==> config.mk <==
export PLATFORM = sky130hd
export DESIGN_NAME = mem_stage_ctrl
export DESIGN_NICKNAME = d
export VERILOG_FILES = /design/src/rtl/mem_stage_ctrl.sv
export SDC_FILE = /design/constraint.sdc
export NUM_CORES = 1
export LEC_CHECK = 0
export BUFFER_PORTS_ARGS = -buffer_cell sky130_fd_sc_hd__buf_2
export CAP_MARGIN = 15
export CORE_MARGIN = 2
export CORE_UTILIZATION = 45
export DETAILED_ROUTE_END_ITERATION = 8
export GPL_TIMING_DRIVEN = 1
export PLACE_DENSITY = 0.74
export SLEW_MARGIN = 20
export SYNTH_ARGS = -nofsm -noshare
export SYNTH_HDL_FRONTEND = slang
export SYNTH_SLANG_ARGS = --single-unit
==> constraint.sdc <==
create_clock -name clk -period 4.85 [get_ports clk]
set_input_delay 0.97 -clock clk [delete_from_list [all_inputs] [get_ports clk]]
set_output_delay 0.97 -clock clk [all_outputs]
set_load 0.1 [all_outputs]
==> src/rtl/mem_stage_ctrl.sv <==
// MEM stage controller: drives the data-memory req/ack handshake for loads and
// stores, stalls the front of the pipeline while an access is in flight, and registers MEM/WB.
module mem_stage_ctrl #(
  parameter int TIMEOUT = 15
) (
  input  logic       clk,
  input  logic       rst,
  input  logic       mem_read_i,
  input  logic       mem_write_i,
  input  logic       mem_to_reg_i,
  input  logic       reg_write_i,
  input  logic [7:0] store_data_i,
  input  logic [7:0] alu_out_i,
  input  logic [2:0] reg_dst_i,
  output logic       dmem_req,
  output logic       dmem_we,
  output logic [7:0] dmem_addr,
  output logic [7:0] dmem_wdata,
  input  logic [7:0] dmem_rdata,
  input  logic       dmem_ack,
  output logic       stall,
  output logic       wb_mem_to_reg,
  output logic       wb_reg_write,
  output logic [7:0] wb_read_data,
  output logic [7:0] wb_alu_out,
  output logic [2:0] wb_reg_dst,
  output logic       mem_err
);

  localparam int CW = (TIMEOUT > 0) ? $clog2(TIMEOUT + 1) : 1;

  typedef enum logic [1:0] {IDLE, ACCESS, DONE} state_t;

  state_t        state;
  logic [CW-1:0] cnt;
  logic          latMemToReg;
  logic          latRegWrite;
  logic [2:0]    latRegDst;
  logic          access;
  logic          timeoutHit;

  assign access     = mem_read_i | mem_write_i;
  assign timeoutHit = (TIMEOUT > 0) && (cnt == CW'(TIMEOUT - 1));
  assign stall      = ((state == IDLE) && access) || (state == ACCESS);

  // dmem_addr/dmem_wdata/dmem_we double as the latched address, store data and
  // access type; they are held untouched for the whole access.
  always_ff @(posedge clk or posedge rst) begin
    if (rst) begin
      state         <= IDLE;
      cnt           <= '0;
      latMemToReg   <= 1'b0;
      latRegWrite   <= 1'b0;
      latRegDst     <= '0;
      dmem_req      <= 1'b0;
      dmem_we       <= 1'b0;
      dmem_addr     <= '0;
      dmem_wdata    <= '0;
      wb_mem_to_reg <= 1'b0;
      wb_reg_write  <= 1'b0;
      wb_read_data  <= '0;
      wb_alu_out    <= '0;
      wb_reg_dst    <= '0;
      mem_err       <= 1'b0;
    end else begin
      // bubble unless a branch below publishes an instruction
      wb_mem_to_reg <= 1'b0;
      wb_reg_write  <= 1'b0;
      wb_read_data  <= '0;
      wb_alu_out    <= '0;
      wb_reg_dst    <= '0;
      case (state)
        IDLE: begin
          if (access) begin
            latMemToReg <= mem_to_reg_i;
            latRegWrite <= reg_write_i;
            latRegDst   <= reg_dst_i;
            dmem_req    <= 1'b1;
            dmem_we     <= mem_write_i;
            dmem_addr   <= alu_out_i;
            dmem_wdata  <= store_data_i;
            cnt         <= '0;
            state       <= ACCESS;
          end else begin
            wb_mem_to_reg <= mem_to_reg_i;
            wb_reg_write  <= reg_write_i;
            wb_alu_out    <= alu_out_i;
            wb_reg_dst    <= reg_dst_i;
          end
        end
        ACCESS: begin
          if (dmem_ack) begin
            dmem_req      <= 1'b0;
            wb_mem_to_reg <= latMemToReg;
            wb_reg_write  <= latRegWrite;
            wb_read_data  <= dmem_we ? 8'h00 : dmem_rdata;
            wb_alu_out    <= dmem_addr;
            wb_reg_dst    <= latRegDst;
            state         <= DONE;
          end else if (timeoutHit) begin
            // aborted load must not write the register file
            dmem_req      <= 1'b0;
            mem_err       <= 1'b1;
            wb_mem_to_reg <= latMemToReg;
            wb_alu_out    <= dmem_addr;
            wb_reg_dst    <= latRegDst;
            state         <= DONE;
          end else if (cnt != {CW{1'b1}}) begin
            cnt <= cnt + CW'(1);
          end
        end
        DONE:    state <= IDLE;
        default: state <= IDLE;
      endcase
    end
  end

endmodule

## Word-level counts from Yosys, hierarchy flattened

Index checks and enable logic that the tools add are counted.

| word-level totals | value |
|---|---|
| bits in latches | 0 |
| RAM bits | 0 |
| register bits | 51 |
| memories kept | 0 |
| output and inout port bits | 41 |
| input port bits | 34 |
| logic and storage cells | 66 |
| ROM bits | 0 |

| cells by class | value |
|---|---|
| add/sub/neg operators | 1 |
| reduce and logical (&&, ||, !) cells | 9 |
| equality and inequality tests | 8 |
| bitwise logic cells | 2 |
| $lt $le $gt $ge | 0 |
| divide/modulo/power cells | 0 |
| mux-type cells | 31 |
| $mul | 0 |
| shift-type cells | 0 |

Operator list:

| cell | number |
|---|---|
| two-way mux 8 bit | 6 |
| two-way mux 4 bit | 4 |
| case mux 8 bit (2 select lines) | 1 |
| two-way mux 3 bit | 3 |
| two-way mux 1 bit | 8 |
| case mux 4 bit (2 select lines) | 1 |
| two-way mux 2 bit | 3 |
| != test 2 bit (second input constant) | 3 |
| case mux 1 bit (2 select lines) | 3 |
| case mux 3 bit (2 select lines) | 1 |
| AND reduction 3 bit | 2 |
| AND reduction 5 bit | 1 |
| adder 4 x 1 -> 4 bit (second input constant) | 1 |
| equality test 4 bit (second input constant) | 1 |
| != test 4 bit (second input constant) | 1 |
| case mux 2 bit (2 select lines) | 1 |
| AND reduction 2 bit | 2 |
| != test 3 bit (second input constant) | 1 |
| equality test 2 x 1 -> 1 bit (second input constant) | 1 |
| logical NOT 2 bit | 1 |
| != test 2 x 1 -> 1 bit (second input constant) | 1 |
| nonzero test 2 bit | 1 |
| logical AND 1 bit | 1 |
| logical OR 1 bit | 1 |
| other kinds (2) | 2 |

## Logic depth before layout (Yosys ltp)

| logic depth | value |
|---|---|
| word-level depth | 5 |
| gate-level depth with buffers | 7 |
| depth with buffers taken out | 6 |

## Least setup slack after synthesis

OpenSTA, ideal clock, no wires.

| path | value |
|---|---|
| path type | input to output |
| from | input mem_write_i |
| to | output stall |
| stages | 3 |
| arrival | 2.133 ns |
| buffers on the path | 1 |
| data required time | 3.880 ns |
| slack | 1.747 ns |
| cell sequence | o21ai_2 > clkbuf_1 > nand2_1 |

| between the ends | value |
|---|---|
| longest elaborated chain between the ends | 3 |

Ends and longest elaborated chain:

| what | line | text |
|---|---|---|
| from (decl) | 9 | `input logic mem_write_i,` |
| bitwise OR 1 bit | 42 | `assign access = mem_read_i \| mem_write_i;` |
| logical AND 1 bit | 44 | `assign stall = ((state == IDLE) && access) \|\| (state == ACCESS);` |
| logical OR 1 bit | 44 |  |
| to (decl) | 21 | `output logic stall,` |

No other way between the ends.

## Final worst setup path

Ends and elaborated chain as after synthesis.

==> qor.yml <==
cts:
  cts_root_buffer: "clkbuf_8"
  cts_resized: 0
  cts.sink_count: 51
  cts_hold_buffers: 0
  clk_pin_slew_ns: 0.09
  cts_max_level: 2
  cts.path.max_buffers: 2
  cts_buffers: 5
  clk_latency_ns: 0.30
  post_cts_buffers: 0
  cts_tree: "built"
die:
  num_rows: 24
  core-area_um2: 4294
  die_w_um: 70.47
  io_pins: 75
  dieArea_um2: 4966
  start_util_pct: 46.30
  fp.dieH_um: 70.47
sta:
  slew_headroom_pct: 39.47
  rsz0062_at_grt: "false"
  whs_ns: 0.4637
  setup_ws_ns: 1.951
  finalMaxSlewViolations: 0
  max_freq_mhz: 345.0
  fin_crit_sh_pct: 59.77
  final_hold_viol_count: 0
  fin_crit_ns: 2.899
  finalClockSkew_ns: 0.004056
  setup_viol: 0
  fin_setup_tns_ns: 0
  tightest_slew_ns: 0.9079
final_layout:
  diodes: 0
  area_growth_pct: 26.49
  mostFrequentLayoutCells: "buf_2, nand2_1, dfrtp_1"
  layout.nets: 293
  fill_cells: 369
  fin_util_pct: 58.57
  drive_above_1_share_pct: 35.80
  layout_commonest_cell: "buf_2"
detailed_routing:
  drt-initial-drc-count: 105
  routedWlPerCell_um: 13.04
  vias: 1531
  antenna_left: 0
  first_pass_iters: 4
  drc: 0
  vias_per_cell: 4.955
  routed_wl_um: 4028
setup_path:
  critPathLaunchType: "input port"
  worstPathArrival_ns: 1.93
  critical_path_class: "input port to output port"
  cp-end-kind: "output port"
  slowest_delay_ns: 0.30
  slowest_stage: "buf_4"
  required_ns: 3.88
  crit_chain: "buf_2, o21ai_2, buf_4, nand2_1, buf_2"
  crit_top_cell: "buf_2"
  critPathMaxFanout: 26
  r2r_slack_ns: 2.91
logic_synthesis:
  synth_area_um2: 1988
  synth_cells: 180
  synth_nets: 216
  synth_xor_area_share_pct: 0
  synth_compound_area_share_pct: 11.14
  yosys.cell_types.count: 29
  synth_area_per_cell_um2: 11.05
  synth_top_family_by_area: "simple AND/OR/NAND/NOR gates"
  ys_seq_area_share_pct: 64.19
  yosys.area_share.simple_pct: 21.65
  ys_warn_count: 0
  synth_mux_area_share_pct: 0
  synthAdderAreaFrac_pct: 1.259
  synth-seq-cells: 51
flow_run:
  drv_cap: 0
placed_design:
  place_ws_ns: 1.955
  numPortBuffers: 74
  dp_hpwl_um: 2649
  gp_congestion: 0.7766
run_status:
  outcome: "completed"
global_route:
  grt_pass1_vias: 1458
  antenna_found_initial: 0
  grtUsageTotal_pct: 17.47
  grt-ovfl-total: 0
  grt_max_degree: 52
  grt_pass1_wl_um: 6741
hold_path:
  hp-class: "flip-flop to flip-flop"
## worst max-delay path, delay by kind of cell
kind                   cells  cell delay, ns
buffers and inverters      3            0.73
AND/OR/NAND/NOR            1            0.10
AO/OA/AOI/OAI              1            0.12
## metrics by stage
step,cells,area (µm²)
2_1_floorplan,180,1988
3_3_place_gp,302,2411
3_5_place_dp,302,2411
4_1_cts,309,2514
5_1_grt,309,2515
6_report,309,2515
## cells by family (layout without fill, tap and decap cells)
| family | count (synthesis) | after routing |
|---|---|---|
| AO/OA/AOI/OAI | 25 | 25 |
| flip-flops | 51 | 51 |
| adder cells (fa/ha/maj) | 2 | 2 |
| buffers and inverters | 8 | 85 |
| AND/OR/NAND/NOR | 94 | 94 |
## routing by layer
| metal | wire length [µm] | track usage, % | up-vias |
|---|---|---|---|
| met5 | 0 | 0 | - |
| met4 | 39 | 5.769 | 0 |
| met3 | 310 | 5.339 | 5 |
| met2 | 1822 | 27.78 | 63 |
| met1 | 1855 | 22.83 | 713 |
| li1 | - | - | 750 |
## path summary, 6_finish.rpt
kind / startpoint / to / depth (start not counted)
min in group asynchronous: rst / wb_alu_out[7] / 2
max reg2reg: state[0] / cnt[0] / 4
min: mem_err / mem_err / 1
max: mem_write_i / stall / 5
min reg2reg: mem_err / mem_err / 1
max in group asynchronous: rst / state[1] / 2
## synthesized netlist by cell type
master      n  area [µm²]
nand2_1    66       247.7
dfrtp_1    51        1276
a22o_1     13       113.9
and2_1      8       50.05
nor2_1      5       18.77
buf_2       4       20.02
nor3_1      3       15.01
a2111oi_2   2       30.03
a311o_1     2       20.02
and3_1      2       12.51
clkbuf_1    2       7.510
ha_1        2       25.02
inv_1       2       7.510
nor2_2      2       12.51
o21a_1      2       15.01
a21o_1      1       7.510
a21oi_1     1       5.000
a31oi_1     1       6.260
a32o_1      1       10.01
and2b_1     1       7.510
and4b_1     1       10.01
nand2b_1    1       6.260
nand2b_2    1       8.760
nand3_1     1       5.000
nor2_4      1       11.26
nor3b_2     1       12.51
nor4_2      1       12.51
o21ai_1     1       5.000
o21ai_2     1       8.760
## final cells by class
type / instances / area [µm²] / share of cell area [%]
multi-input combinational: 121 / 676.9 / 26.92
clock inverter: 1 / 30.03 / 1.194
clock buffer: 6 / 72.57 / 2.886
timing repair buffer: 76 / 385.4 / 15.32
tap: 52 / 65.06 / 2.587
inverter: 2 / 8.758 / 0.3483
sequential: 51 / 1276 / 50.75
Power is not shown: default switching activity piles up to over one toggle a cycle in this logic, so the estimate is an artifact.
